**src/rtl/out_port_buf.sv**
```systemverilog
// out_port_buf: per-output-port flit FIFO fed by a one-hot grant from rr_arb_5, with ready/send drain.
// Optional saturating departed-flit counter pkt_cnt when OUTBUF_STATS_EN is defined.
module out_port_buf #(
  parameter int DATA_W = 64,
  parameter int DEPTH  = 2
) (
  input  logic                clk,
  input  logic                reset_n,
  input  logic [4:0]          gnt,
  input  logic [5*DATA_W-1:0] in_data,
  output logic                outbuf_full,
  output logic                out_send,
  output logic [DATA_W-1:0]   out_data,
  input  logic                out_ready,
  output logic                err
`ifdef OUTBUF_STATS_EN
  ,
  output logic [15:0]         pkt_cnt
`endif
);
  localparam int AW = $clog2(DEPTH);
  localparam logic [AW:0] FULL = (AW+1)'(DEPTH);
  localparam logic [AW:0] HIGH = (AW+1)'(DEPTH-1);
  logic [DATA_W-1:0] mem [DEPTH];
  logic [AW-1:0] wr_ptr, rd_ptr;
  logic [AW:0] count;
  logic [DATA_W-1:0] wdata;
  logic wr, one_hot, pop, acc;
  assign wr = |gnt;
  assign one_hot = wr & ~|(gnt & (gnt - 5'd1));
  assign pop = out_send & out_ready;
  assign acc = one_hot & ((count != FULL) | pop);
  assign out_send = count != '0;
  assign out_data = mem[rd_ptr];
  // anticipates the write committing at the same edge the arbiter samples this
  assign outbuf_full = (count == FULL) | ((count == HIGH) & wr & ~pop);
  always_comb begin
    wdata = '0;
    for (int i = 0; i < 5; i++) wdata = wdata | (in_data[i*DATA_W +: DATA_W] & {DATA_W{gnt[i]}});
  end
  always_ff @(posedge clk) if (acc) mem[wr_ptr] <= wdata;
  always_ff @(posedge clk or negedge reset_n)
    if (!reset_n) begin
      wr_ptr <= '0;
      rd_ptr <= '0;
      count  <= '0;
      err    <= 1'b0;
    end else begin
      wr_ptr <= acc ? wr_ptr + 1'b1 : wr_ptr;
      rd_ptr <= pop ? rd_ptr + 1'b1 : rd_ptr;
      count  <= count + {{AW{1'b0}}, acc} - {{AW{1'b0}}, pop};
      err    <= err | (wr & ~acc);
    end
`ifdef OUTBUF_STATS_EN
  always_ff @(posedge clk or negedge reset_n)
    if (!reset_n) pkt_cnt <= '0;
    else if (pop & ~&pkt_cnt) pkt_cnt <= pkt_cnt + 16'd1;
`endif
endmodule

```
**config.mk**
```make
export PLATFORM = sky130hd
export DESIGN_NAME = out_port_buf
export DESIGN_NICKNAME = d
export VERILOG_FILES = /design/src/rtl/out_port_buf.sv
export SDC_FILE = /design/constraint.sdc
export NUM_CORES = 1
export LEC_CHECK = 0
export CORE_AREA = 2 2 153 155
export CTS_CLUSTER_DIAMETER = 150
export CTS_CLUSTER_SIZE = 30
export DETAILED_ROUTE_END_ITERATION = 10
export DIE_AREA = 0 0 155 157
export PLACE_DENSITY = 0.66
export SETUP_SLACK_MARGIN = 0.15
export SYNTH_ARGS = -nofsm -noshare
export SYNTH_HDL_FRONTEND = slang
export SYNTH_SLANG_ARGS = --single-unit
```
**constraint.sdc**
```tcl
create_clock -name clk -period 9.4 [get_ports clk]
set_input_delay 1.88 -clock clk [delete_from_list [all_inputs] [get_ports clk]]
set_output_delay 1.88 -clock clk [all_outputs]
set_load 0.05 [all_outputs]
```
==> results.ini, run 1 <==
[global_routing]
grt_pass1_vias = 5935
grt_pass1_wl_um = 31400
antenna_found_initial = 1
grt_max_degree = 70
gr-total-overflow = 0
grt_usage = 0.169

[logic_synthesis]
yosysUniqueCellTypes = 29
synth_area_um2 = 6440
synth_warnings = 0
syn_area_per_cell_um2 = 14.0
ys_ff_latch = 133
yosys-top-cells-area = edfxtp_1, mux2_2, a222oi_1, a22oi_1, nand2_1
synth.largest_area_cell = edfxtp_1
netlist.area_leader.share = 0.597
yosysSeqAreaShare = 0.616
postSynthCellCount = 461
synthesis.nets = 790

[critical_path]
critPathCaptureType = output port
critPathRequiredTime_ns = 7.52
cp_max_fo = 67
r2r_start = count[0]
crit_type = primary input to output port
setup.worst_path.start = gnt[3]
rrSetupSlack_ns = 6.91
endpoint = outbuf_full
start_kind = primary input
rr_worst_depth = 5
arrival_ns = 3.95
worstReg2RegEnd = mem[0][12]

[clock_tree]
cts_sinks = 133
cts_tree = done
cts_buffers = 17
htreeDepth = 4
post_cts_resized = 0
clk_pin_slew_ns = 0.06
cts_root_buf = clkbuf_16
hold_buffers = 0
post_cts_buffers = 0
worstSkewPairLatency_ns = 0.41
cts_buffer_depth = 2

[timing]
max_freq_ghz = 0.172
hold_ws_ns = 0.511
finalSetupViolations = 0
rsz0062_at_grt = false
setup_tns_ns = 0
finalMaxSlewViolations = 0
finalCritPeriodShare = 0.620
clock-skew-final_ns = 0.0104
finalCriticalPeriod_ns = 5.83
hold_violations = 0
tightest_slew_ns = 0.897
slew_headroom = 0.402

[power]
finalPower_mw = 2.34
ir_drop_mv = 0.139
powerDensity_nw_per_um2 = 210
leakagePower_nw = 3.80

[route]
totalWireLength_um = 21900
vias = 5875
wl_per_cell_um = 19.2
drc = 0
first_pass_iters = 7
drtIter0Drc = 531
via_per_inst = 5.17
antenna_left = 0

[die]
ios = 395
row_count = 55
start_util = 0.286
fp.dieH_um = 157
dieArea_um2 = 24300
die_w_um = 155
core_area_um2 = 22500

[finish]
nets = 1167
layout_common_cells = clkdlybuf4s50_1, edfxtp_1, nand2_1
syn_to_final_growth_pct = 73.4
multi_input_area_um2 = 2310
layout.area.seq_um2 = 3970
n_fill_cell = 2046
final_common_cell = clkdlybuf4s50_1
instances_no_fill = 1137
drive_gt1_frac = 0.130

[place]
io_buffers = 394
dp_cells = 1104
post-dp-hpwl_um = 15900
place.gp.congestion = 0.832

[hold_path]
hold_class = flip-flop to flip-flop

[outcome]
outcome = complete, no violations

[run]
drv_cap = 0

## metal layers
| metal | track usage | part of all wire | vias up | routed length (um) |
|---|---|---|---|---|
| met2 | 0.308 | 0.51 | 362 | 11100 |
| li1 | - | - | 2712 | - |
| met3 | 0.0482 | 0.090 | 40 | 1970 |
| met5 | 0 | 0 | - | 0 |
| met1 | 0.182 | 0.37 | 2761 | 8110 |
| met4 | 0.0802 | 0.034 | 0 | 738 |
## registers in the layout, indices dropped and copies added (netlist names)
| name | flops |
|---|---|
| err | 1 |
| count | 2 |
| wr_ptr | 1 |
| rd_ptr | 1 |
| mem | 128 |
## cell usage after synthesis (all sizes together)
cell type	n
edfxtp	128
nand2	66
a222oi	64
a22oi	64
mux2	64
clkbuf	25
buf	17
dfrtp	5
nor2	3
nor2b	3
xnor2	3
mux2i	2
o21ai	2
xor2	2
a211oi	1
and2	1
and3	1
ha	1
inv	1
nor3	1
nor4b	1
o21a	1
o21bai	1
o311ai	1
o31ai	1
or2	1
or3	1
## cell type report
class	instances	share of cell area
inverter	1	0.000336
antenna	1	0.000224
timing repair buffer	400	0.355
sequential	133	0.356
clock buffer	18	0.0384
clock inverter	14	0.0113
tap	285	0.0319
multi-input combinational	285	0.207
## how the worst min path moves through the flow
stage	startpoint	endpoint	slack, ns	cells past startpoint
2_1_floorplan	wr_ptr	wr_ptr	0.46	1
3_3_place_gp	err	err	0.51	1
3_5_place_dp	err	err	0.49	1
4_1_cts	err	err	0.52	1
5_1_grt	err	err	0.53	1
6_report	err	err	0.51	1
## critical path, cell delays in order
cell	delay, ns
buf_2	0.08
buf_4	0.60
nor2_1	0.15
nor4b_1	0.21
o21ai_0	0.20
clkdlybuf4s50_1	0.82
## logic make-up (layout without fill, tap and decap cells)
logic type | Yosys count | count (layout) | share of synthesized area
AO/OA/AOI/OAI | 135 | 135 | 0.185
XOR/XNOR | 5 | 5 | 0.00680
adder cells (fa/ha/maj) | 1 | 1 | 0.00194
buffers and inverters | 43 | 433 | 0.0260
flip-flops | 133 | 133 | 0.616
multiplexers | 66 | 66 | 0.115
other | 0 | 1 | 0
AND/OR/NAND/NOR | 78 | 78 | 0.0492
## per-stage QoR
step | setup WS (ns) | cell area (um2) | util
3_5_place_dp | 3.60 | 10600 | 0.471
2_1_floorplan | 3.46 | 6440 | -
6_report | 3.57 | 11200 | 0.496
3_3_place_gp | 3.64 | 10600 | 0.471
4_1_cts | 3.60 | 11200 | 0.496
5_1_grt | 3.42 | 11200 | 0.496
## where the power goes
part,internal [mW],switching (mW),leakage (nW)
clock network,0.365,0.250,0.261
registers,0.714,0.0711,1.18
logic,0.419,0.526,2.36
total,1.50,0.846,3.80
No activity file was read; power rests on OpenSTA's default activity.
==> inputs of run 2 (changes only) <==
CORE_AREA = 2 2 154 156   (was 2 2 153 155)
DIE_AREA = 0 0 156 158   (was 0 0 155 157)
clock period = 5.7 ns   (was 9.4 ns; I/O delays follow)
==> run 2 against run 1 <==
Sequential power increased by 61%; via count fell by 0.75%; routed wire length down 1.3%; critical path depth shrank 3; sequential cell count did not move; worst setup slack got worse by 2.0 ns; core utilization shrank 0.84 points; largest cell class is now non-clock buffers; largest power group unchanged.
==> results.ini, run 2 (synthesis results as in run 1) <==
[timing]
tightest_slew_ns = 1.00
finalSetupViolations = 0
setup_tns_ns = 0
finalCriticalPeriod_ns = 4.18
clock-skew-final_ns = 0.00647
rsz0062_at_grt = false
max_freq_ghz = 0.239
finalCritPeriodShare = 0.733
finalMaxSlewViolations = 0
hold_violations = 0
finalWorstSetupSlack_ns = 1.52
slew_headroom = 0.333
hold_ws_ns = 0.480

[route]
wl_per_cell_um = 18.9
vias = 5831
totalWireLength_um = 21600
antenna_left = 0
via_per_inst = 5.10
first_pass_iters = 6
drc = 0
drtIter0Drc = 534

[clock_tree]
cts_buffers = 17
worstSkewPairLatency_ns = 0.41
cts_sinks = 133
cts_tree = done
post_cts_resized = 0
post_cts_buffers = 0
clk_pin_slew_ns = 0.06
hold_buffers = 0
cts_root_buf = clkbuf_16
htreeDepth = 4
cts_buffer_depth = 2

[die]
die_w_um = 156
core_area_um2 = 23100
start_util = 0.279
ios = 395
fp.dieH_um = 158
row_count = 56
dieArea_um2 = 24600

[critical_path]
critPathCaptureType = output port
critPathRequiredTime_ns = 4.56
cp_max_fo = 42
start_kind = flip-flop
arrival_ns = 3.04
crit_type = flip-flop to output port

[place]
pre_cts_slack_ns = 1.59
post_dp_cell_area_um2 = 10600
place.gp.congestion = 0.768
post-dp-hpwl_um = 15600
dp_cells = 1112
io_buffers = 394

[global_routing]
grt_usage = 0.166
antenna_found_initial = 0
gr-total-overflow = 0
grt_max_degree = 65
grt_pass1_vias = 5924
grt_pass1_wl_um = 31100

[power]
comb_power_share = 0.401
ir_drop_mv = 0.174
power_frac_clock = 0.282
power.share.switching = 0.347
p_int_mw = 2.60
switchingPower_mw = 1.38
seqPwrFrac = 0.317
powerDensity_nw_per_um2 = 354
finalPower_mw = 3.98
leakagePower_nw = 3.86

[finish]
nets = 1170
reg_top3 = mem: 128 flops, count: 2 flops
drive_gt1_frac = 0.133
n_fill_cell = 2067
layout_common_cells = clkdlybuf4s50_1, edfxtp_1, nand2_1
top_register = mem
largest_reg_flops = 128
syn_to_final_growth_pct = 74.7
final_area_um2 = 11200
final_core_util = 0.488
final_common_cell = clkdlybuf4s50_1
n_antenna_cell = 0
instances_no_fill = 1144

[run]
drv_cap = 0

[outcome]
outcome = complete, no violations

[hold_path]
hold_class = flip-flop to flip-flop

==> run 2: cell count changes in the layout (fill, tap and decap cells not counted), sizes merged <==
cell and delta:
buf +3, bufinv +3, diode -1, clkinvlp -3, clkinv +2, inv -2
==> run 2: final timing paths <==
check	start	end	slack [ns]	cells after the start
setup / recovery	rd_ptr	out_data[4]	1.52	3
max in group asynchronous	reset_n	rd_ptr	4.53	1
hold / removal	err	err	0.48	1
setup reg to reg	count[0]	mem[0][23]	3.53	5
hold reg to reg	err	err	0.48	1
min in group asynchronous	reset_n	err	0.95	1
==> run 2: critical path, stage by stage (launching register included) <==
cell,delay [ns]
dfrtp_2,1.02
buf_4,0.47
mux2_2,0.38
clkdlybuf4s50_1,0.75
==> run 2: area by class of cell <==
class	instances	area, um2	share of cell area
inverters	1	3.75	0.000334
clock buffers	18	429	0.0382
clock inverters	14	183	0.0162
multi-input cells	285	2310	0.206
well taps	290	363	0.0323
repair buffers	403	3990	0.354
flip-flops and latches	133	3970	0.353
==> run 2: power groups by stage <==
stage	clock, mW	combinational [mW]	sequential, mW
after floorplan	0	1.03	1.22
after global placement	0	1.60	1.29
after detailed placement	0	1.60	1.29
after CTS	1.16	1.61	1.27
after global routing	1.20	1.67	1.28
final	1.12	1.60	1.26
==> run 2: layer usage <==
layer  part of all wire  wire length [um]  track usage  vias up
met3              0.086              1870       0.0534       26
met4              0.016               354       0.0577        0
li1                   -                 -            -     2716
met5                  0                 0            0        -
met1               0.36              7700        0.172     2817
met2               0.54             11700        0.315      272
